`src/rtl/fir_pkg.sv`:
```
// Shared definitions for the time-multiplexed FIR filter (fir_seq_mac).
// Contents:
//   fir_state_t - sequencer states IDLE / MAC / SCALE / OUT
//   clog2       - ceiling log2, used to size tap indices
//   acc_width   - accumulator width that cannot overflow for NTAPS taps
//   prod_width  - width of the accumulator * gain product
package fir_pkg;

    typedef enum logic [1:0] {
        IDLE  = 2'd0,
        MAC   = 2'd1,
        SCALE = 2'd2,
        OUT   = 2'd3
    } fir_state_t;

    // Smallest r such that 2**r >= value
    function automatic int clog2(input int value);
        int r;
        r = 0;
        while ((1 << r) < value) begin
            r = r + 1;
        end
        return r;
    endfunction

    // NTAPS products of DW x CW bits need clog2(NTAPS) guard bits
    function automatic int acc_width(input int dw, input int cw, input int ntaps);
        return dw + cw + clog2(ntaps);
    endfunction

    // Signed accumulator times gain zero-extended by one bit
    function automatic int prod_width(input int aw, input int gw);
        return aw + gw + 1;
    endfunction

endpackage

```
`src/rtl/fir_coef_bank.sv`:
```
// Runtime-loadable coefficient register file for fir_seq_mac.
// Writes are only legal while the sequencer is idle and the address is in
// range; any other write is discarded and flagged with a one-cycle coef_err.
// Ports:
//   clk, rst     - clock, asynchronous active-low reset (clears all coefficients)
//   idle         - high while the sequencer is in IDLE
//   coef_we      - write strobe
//   coef_addr    - tap index to write
//   coef_data    - signed coefficient value
//   rd_idx       - tap index for the combinational read port
//   rd_data      - coefficient at rd_idx
//   coef_err     - registered pulse for a dropped write
module fir_coef_bank
    import fir_pkg::*;
#(
    parameter int NTAPS = 29,
    parameter int CW    = 11,
    parameter int IW    = clog2(NTAPS)
) (
    input  logic                 clk,
    input  logic                 rst,
    input  logic                 idle,
    input  logic                 coef_we,
    input  logic [IW-1:0]        coef_addr,
    input  logic signed [CW-1:0] coef_data,
    input  logic [IW-1:0]        rd_idx,
    output logic signed [CW-1:0] rd_data,
    output logic                 coef_err
);

    logic signed [CW-1:0] coefs [NTAPS];
    logic                 write_ok;

    // A write lands only when idle and addressed inside the tap range
    assign write_ok = coef_we && idle && (32'(coef_addr) < NTAPS);

    // Storage and error flag; every rejected strobe raises coef_err for one cycle
    always_ff @(posedge clk or negedge rst) begin
        if (!rst) begin
            for (int i = 0; i < NTAPS; i++) begin
                coefs[i] <= '0;
            end
            coef_err <= 1'b0;
        end else begin
            coef_err <= coef_we && !write_ok;
            if (write_ok) begin
                coefs[coef_addr] <= coef_data;
            end
        end
    end

    // The sequencer only ever presents indices below NTAPS
    assign rd_data = coefs[rd_idx];

endmodule

```
`src/rtl/fir_seq_mac.sv`:
```
// Time-multiplexed FIR filter: one multiplier, one tap product per cycle.
// A sample accepted in IDLE is shifted into the delay line, NTAPS MAC cycles
// build the accumulator, SCALE applies gain and SHIFT, OUT holds the result
// until the consumer takes it.
// Optional feature macro: FIR_SEQ_MAC_SATURATE_EN
//   defined   - scaled result is saturated to the OW-bit signed range
//   undefined - scaled result wraps to its low OW bits
// Ports:
//   clk, rst              - clock, asynchronous active-low reset
//   in_valid/in_ready/din - sample input handshake and signed sample
//   out_valid/out_ready   - result handshake
//   dout                  - signed filtered result, stable while out_valid
//   gain                  - unsigned gain, sampled at the SCALE edge
//   coef_we/coef_addr/coef_data - coefficient write port
//   coef_err              - one-cycle pulse when a coefficient write is dropped
module fir_seq_mac
    import fir_pkg::*;
#(
    parameter int NTAPS = 29,
    parameter int DW    = 8,
    parameter int CW    = 11,
    parameter int GW    = 8,
    parameter int OW    = 20,
    parameter int SHIFT = 0
) (
    input  logic                          clk,
    input  logic                          rst,
    input  logic                          in_valid,
    output logic                          in_ready,
    input  logic signed [DW-1:0]          din,
    output logic                          out_valid,
    input  logic                          out_ready,
    output logic signed [OW-1:0]          dout,
    input  logic [GW-1:0]                 gain,
    input  logic                          coef_we,
    input  logic [clog2(NTAPS)-1:0]       coef_addr,
    input  logic signed [CW-1:0]          coef_data,
    output logic                          coef_err
);

    localparam int IW = clog2(NTAPS);
    localparam int AW = acc_width(DW, CW, NTAPS);
    localparam int PW = prod_width(AW, GW);
    localparam int MW = DW + CW;

    fir_state_t           state;
    logic [IW-1:0]        idx;
    logic signed [AW-1:0] acc;
    logic signed [DW-1:0] x [NTAPS];

    logic signed [CW-1:0] coef_rd;
    logic signed [DW-1:0] x_sel;
    logic signed [MW-1:0] term;
    logic signed [AW-1:0] term_ext;
    logic signed [PW-1:0] prod_full;
    logic signed [OW-1:0] scaled;

    assign in_ready = (state == IDLE);

    fir_coef_bank #(
        .NTAPS (NTAPS),
        .CW    (CW),
        .IW    (IW)
    ) u_coef_bank (
        .clk       (clk),
        .rst       (rst),
        .idle      (state == IDLE),
        .coef_we   (coef_we),
        .coef_addr (coef_addr),
        .coef_data (coef_data),
        .rd_idx    (idx),
        .rd_data   (coef_rd),
        .coef_err  (coef_err)
    );

    // Single shared multiplier: operands are sign-extended to the full product width
    assign x_sel    = x[idx];
    assign term     = $signed({{DW{coef_rd[CW-1]}}, coef_rd}) * $signed({{CW{x_sel[DW-1]}}, x_sel});
    assign term_ext = {{(AW-MW){term[MW-1]}}, term};

    // Gain is treated as a non-negative signed operand; PW bits hold the exact product
    assign prod_full = $signed({{(GW+1){acc[AW-1]}}, acc}) * $signed({{(AW+1){1'b0}}, gain});

`ifdef FIR_SEQ_MAC_SATURATE_EN
    logic signed [PW-1:0] p;
    assign p = prod_full >>> SHIFT;

    // In range exactly when all bits from OW-1 upward agree with the sign
    always_comb begin
        scaled = p[OW-1:0];
        if (!((&p[PW-1:OW-1]) || !(|p[PW-1:OW-1]))) begin
            scaled = p[PW-1] ? {1'b1, {(OW-1){1'b0}}} : {1'b0, {(OW-1){1'b1}}};
        end
    end
`else
    assign scaled = OW'(prod_full >>> SHIFT);
`endif

    // Sequencer: accept, accumulate NTAPS products, scale, hold for the consumer
    always_ff @(posedge clk or negedge rst) begin
        if (!rst) begin
            state     <= IDLE;
            idx       <= '0;
            acc       <= '0;
            dout      <= '0;
            out_valid <= 1'b0;
            for (int k = 0; k < NTAPS; k++) begin
                x[k] <= '0;
            end
        end else begin
            case (state)
                IDLE: begin
                    if (in_valid) begin
                        x[0] <= din;
                        for (int k = 1; k < NTAPS; k++) begin
                            x[k] <= x[k-1];
                        end
                        acc   <= '0;
                        idx   <= '0;
                        state <= MAC;
                    end
                end
                MAC: begin
                    acc <= acc + term_ext;
                    if (idx == IW'(NTAPS - 1)) begin
                        state <= SCALE;
                    end else begin
                        idx <= idx + IW'(1);
                    end
                end
                SCALE: begin
                    dout      <= scaled;
                    out_valid <= 1'b1;
                    state     <= OUT;
                end
                OUT: begin
                    if (out_ready) begin
                        out_valid <= 1'b0;
                        state     <= IDLE;
                    end
                end
                default: state <= IDLE;
            endcase
        end
    end

endmodule

```
`config.mk`:
```
export PLATFORM = sky130hd
export DESIGN_NAME = fir_seq_mac
export DESIGN_NICKNAME = d
export VERILOG_FILES = /design/src/rtl/fir_pkg.sv /design/src/rtl/fir_coef_bank.sv /design/src/rtl/fir_seq_mac.sv
export SDC_FILE = /design/constraint.sdc
export NUM_CORES = 2
export LEC_CHECK = 0
export CAP_MARGIN = 5
export CORE_MARGIN = 3
export CORE_UTILIZATION = 55
export DETAILED_ROUTE_END_ITERATION = 7
export GPL_ROUTABILITY_DRIVEN = 0
export PLACE_DENSITY = 0.84
export SLEW_MARGIN = 15
export SYNTH_ARGS = -nofsm -noshare
export SYNTH_HDL_FRONTEND = slang
export SYNTH_SLANG_ARGS = --single-unit
export TNS_END_PERCENT = 1
```
`constraint.sdc`:
```
create_clock -name clk -period 6.46 [get_ports clk]
set_input_delay 1.292 -clock clk [delete_from_list [all_inputs] [get_ports clk]]
set_output_delay 1.292 -clock clk [all_outputs]
set_load 0.05 [all_outputs]
```
== Yosys cells after proc, flatten, opt, wreduce, memory -nomap -nowiden ==
Index checks and enable logic that the tools add are counted.
Storage, ports and cells
  register bits after elaboration: 604
  latch bits: 0
  bits in writable memories: 0
  memory bits (read-only): 0
  bits of input ports: 37
  output and inout bits: 23
  logic and storage cells: 115
  memories: 0
Operators by class
  add/sub/neg operators: 2
  $mul: 2
  div/mod/pow operators: 0
  order comparisons: 4
  equal/unequal tests: 8
  shift-type cells: 0
  mux-type cells: 20
  bitwise logic cells: 2
  reductions and logical operators: 13
Operator list (number)
  $bwmux W319: 1
  $bmux W11 S5: 1
  $demux W11 S5: 1
  $pmux W24 S2: 1
  $bmux W8 S5: 1
  $mux W11: 3
  $add A24 B19 Y24: 1
  $mul A24 B9 Y20: 1
  $mux W24: 1
  $mul A11 B8 Y19: 1
  $mux W8: 2
  $ge A6 B6 Y1 const B: 2
  $not A5 Y6: 2
  $mux W5: 2
  $pmux W5 S2: 1
  $ne A2 B2 Y1 const B: 4
  $pmux W2 S4: 1
  $lt A6 B1 Y1 const B: 1
  $mux W2: 3
  $reduce_and A2 Y1: 3
  $reduce_and A3 Y1: 2
  $add A5 B1 Y5 const B: 1
  $eq A5 B5 Y1 const B: 1
  $lt A5 B5 Y1 const B: 1
  other kinds (8): 13

== Depth between registers and ports, before layout ==
  word-level depth: 7
  depth in mapped cells: 26
  gate-level depth less buffers: 23

== By module ==
A second synthesis with hierarchy kept.
Unflattened totals
  cell total of the unflattened synthesis: 2717
  area, all modules: 35141.2 µm²
Modules (own cells, without submodules)
  fir_seq_mac: times used 1, cells each 1651, area each 20091.8 µm², seq. area each 7006.7 µm²
  fir_coef_bank: times used 1, cells each 1066, area each 15049.4 µm², seq. area each 8007.7 µm²

== Worst setup path after synthesis ==
Ideal clock, no wire load.
  path kind: reg-to-reg
  start point: register idx[0]
  end point: register acc[19]
  setup time: 122 ps
  arrival: 6373 ps
  required time: 6338 ps
  slack: -34 ps
  stages on the path, launching flop included: 23
  buffers on the path: 5
  period minus slack after synthesis: 6494 ps
  path through: dfrtp_1 buf_6 buf_8 buf_6 buf_4 mux4_2 mux2i_1 a22oi_1 nand2_1 nor2b_1 fa_1 fa_1 fa_1 fa_1 ha_1 ha_1 clkbuf_1 a21oi_1 a21oi_1 a211oi_1 a31oi_1 or3_1 a32o_1
Between the ends
  word-level cells in the longest chain between the ends: 7
  elaborated cells on any way between the ends: 10
  classes of those cells: 1 x add/sub; 1 x mul; 7 x mux; 1 x bitwise
RTL lines
  from (decl): RTL line fir_seq_mac.sv:47  | logic [IW-1:0] idx;
  from (signal assigned): RTL line fir_seq_mac.sv:128  | idx <= idx + IW'(1);
  $not A5 Y6 (not written as such) (*): RTL line fir_coef_bank.sv:53, fir_seq_mac.sv:77
  $bmux W11 S5 or $bmux W8 S5 (tied branches): RTL line fir_coef_bank.sv:53, fir_seq_mac.sv:77
  $mux W11 (not written as such) or $mux W8 (tied branches) (2 in series): RTL line fir_coef_bank.sv:53, fir_seq_mac.sv:77
  $mul A11 B8 Y19 (*): RTL line fir_seq_mac.sv:78  | assign term = $signed({{DW{coef_rd[CW-1]}}, coef_rd}) * $signed({{CW{x_sel[DW-1]}}, x_sel});
  $add A24 B19 Y24 (*): RTL line fir_seq_mac.sv:124  | acc <= acc + term_ext;
  $pmux W24 S2 (*): RTL line fir_seq_mac.sv:111  | case (state)
  to (signal assigned): RTL line fir_seq_mac.sv:124
  to (decl): RTL line fir_seq_mac.sv:48  | logic signed [AW-1:0] acc;
Mark *: on every way between the ends. The rest lies on a longest branch, timed or not. The select of a mux whose other input is x is not followed.
A chain may end at the register's enable or synchronous reset.

== Final worst setup path ==
Ends and elaborated chain as after synthesis.

==> flow_summary.toml <==
[flow_run]
maxCapViolCount = 0

[timing]
skew_ns = 0.05027
finalSetupViolCount = 5
worst_pin_slew_ns = 1.283
hold_violations = 0
setup_tns_ns = -0.2273
relSlewSlack_pct = 14.15
layout_setup_ws_ns = -0.07439
hold_ws_ns = 0.4898
slew_violations = 0
rsz0062_at_grt = "yes"
post-route-min-period_ns = 6.534
max_freq_mhz = 153.0
min_period_over_period_pct = 101.2

[final_layout]
nets = 3089
final_area_um2 = 39980
layout_common_cells = "dfrtp_1 (597), mux2_2 (560), inv_1 (201)"
area_growth_pct = 15.09
drive_gt1_share_pct = 39.06
utilization_pct = 64.43
final_common_cell = "dfrtp_1"
antenna_cells = 0
nFillCells = 4060

[worst_setup_path]
crit_arrival_ns = 7.04
crit_chain = "buf_8 > clkbuf_16 > mux4_2 > mux2i_1 > a21o_1 > a222oi_1 > buf_4 > buf_4 > nand3_1 > fa_1 > inv_1 > fa_1 > fa_2 > fa_1 > ha_1 > ha_1 > a211o_1 > o221a_4 > nand3b_1 > a31oi_1 > or3_1 > a32o_1"
crit_fanout = 8
path_class = "flip-flop to flip-flop"
start_kind = "flip-flop"
critPathRequiredTime_ns = 6.96
end_kind = "flip-flop"
cp_slowest_cell = "fa_2"
slowest_delay_ns = 0.59
r2r_slack_ns = -0.07
crit_top_cell = "fa_1"

[route]
routed_via_density = 6.136
ant_nets = 0
wl_per_cell_um = 23.07
route.vias.total = 22450
drc = 0
initialDrtViolationCount = 2005
wl_mm = 84.37
dr.pass1.iters = 6

[place]
dpl_cell_area_um2 = 37220
portBuffers = 59
dp_hpwl_mm = 55.27

[global_routing]
antenna_found_initial = 1
grt_pass1_vias = 24560
grt_overflow = 0
grtUsageTotal_pct = 25.17
grt_max_degree = 182
grt_pass1_wl_mm = 133.2

[synthesis]
synthesis.area_um2 = 34740
synthCells = 2611
synth_nets = 2919
synth_flop_cell = "dfrtp_1"
yosysUniqueCellTypes = 67
ys_seq_elements = 600
yosys_warnings = 0
async_flop_share_pct = 100.0
synth_enable_flop_cells = 0
ys_seq_area_share_pct = 43.22
syn_area_per_cell_um2 = 13.31

[floorplan]
rows = 91
design.core.area_um2 = 62050
die_x_um = 257.3
die_h_um = 257.3
die_area_um2 = 66210
pin_count = 60
start_util_pct = 55.98

[clock_network]
postCtsHoldBufs = 0
cts.sinks = 600
cts_tree = "built"
insertion_delay_ns = 0.66
clk_pin_slew_worst_paths_ns = 0.06
cts_root_buffer = "clkbuf_16"
clk_path_buf_depth = 3
cts_made_buffers = 61
htreeDepth = 2

[status]
outcome = "complete, but fails checks"
violations = "negative setup slack"

[min_path]
hold_path.class = "flip-flop to flip-flop"
[worst max-delay path, delay by kind of cell, from the launching register on]
kind	cells	cell delay [ns]
simple gates	3	0.58
compound gates	6	1.54
mux	2	0.44
fa+ha+maj	6	2.57
flops	1	0.51
buf+inv	5	0.76
[per-layer routing]
metal / routed length, um / part of all wire [%] / track usage [%] / up-vias
li1: - / - / - / 9472
met1: 32880 / 39 / 31.80 / 11820
met4: 2869 / 3.4 / 8.847 / 2
met3: 5182 / 6.1 / 4.389 / 237
met2: 43430 / 51 / 43.94 / 914
met5: 12 / 0.014 / 0 / -
[metrics by stage]
stage,cells,setup slack (ns)
after floorplan,2611,0.1403
after detailed placement,3515,-0.3086
after global placement,3515,-0.1049
after CTS,3631,-0.02292
final,3658,-0.07439
after global routing,3658,-0.3326
[final timing paths]
check | end | from | cells after the start
setup / recovery | acc[19] | idx[0] | 22
hold / removal | dout[11] | dout[11] | 1
setup reg to reg | acc[19] | idx[0] | 22
hold reg to reg | dout[11] | dout[11] | 1
max in group asynchronous | u_coef_bank.coefs[203] | rst | 2
min in group asynchronous | x[175] | rst | 1
[cells by family after synthesis]
family	count (synthesis)	share of synthesized area [%]
XOR/XNOR	35	0.9220
AND/OR/NAND/NOR	393	5.547
flip-flops	600	43.22
multiplexers	737	28.04
adder cells (fa/ha/maj)	271	13.67
AO/OA/AOI/OAI	198	4.099
buffers and inverters	377	4.498
[cells in the mapped netlist (all sizes together), types with 7 or more instances]
cell type / n / share of area, %
nand2: 113 / 1.2
mux4: 133 / 8.6
nand3: 28 / 0.40
xnor2: 24 / 0.61
nor2: 94 / 1.0
a21oi: 20 / 0.29
o21a: 16 / 0.35
a22oi: 15 / 0.32
xor2: 10 / 0.25
fa: 181 / 10
clkbuf: 105 / 1.1
a21o: 17 / 0.37
nand4: 7 / 0.13
mux2i: 44 / 1.3
dfrtp: 600 / 43
nor2b: 26 / 0.47
a221oi: 21 / 0.57
mux2: 560 / 18
and2: 84 / 1.5
inv: 203 / 2.2
o21ai: 40 / 0.58
buf: 68 / 1.2
nor3: 9 / 0.16
ha: 90 / 3.2
a211oi: 23 / 0.50
[state kept, by name (all words and copies together) (netlist names)]
register              count
u_coef_bank.coef_err      1
acc                      20
x                       232
out_valid                 1
dout                     20
idx                       5
state                     2
u_coef_bank.coefs       319
[cell type report]
| class | count | area (um2) | share of cell area (%) |
|---|---|---|---|
| timing repair buffer | 280 | 2679 | 6.700 |
| multi-input combinational | 1634 | 18550 | 46.40 |
| inverter | 204 | 765.7 | 1.915 |
| sequential | 600 | 15030 | 37.58 |
| tap | 837 | 1047 | 2.619 |
| clock inverter | 14 | 158.9 | 0.3974 |
| clock buffer | 89 | 1752 | 4.381 |
[repair_timing]
action / 4_1_cts / 5_1_grt
resized for setup: 35 / 63
setup buffers: 12 / 26
setup endpoints to repair: 7 / 10
pin swaps: 8 / 22
gates cloned: 2 / 2
Power is not shown: default switching activity piles up to over one toggle a cycle in this logic, so the estimate is an artifact.
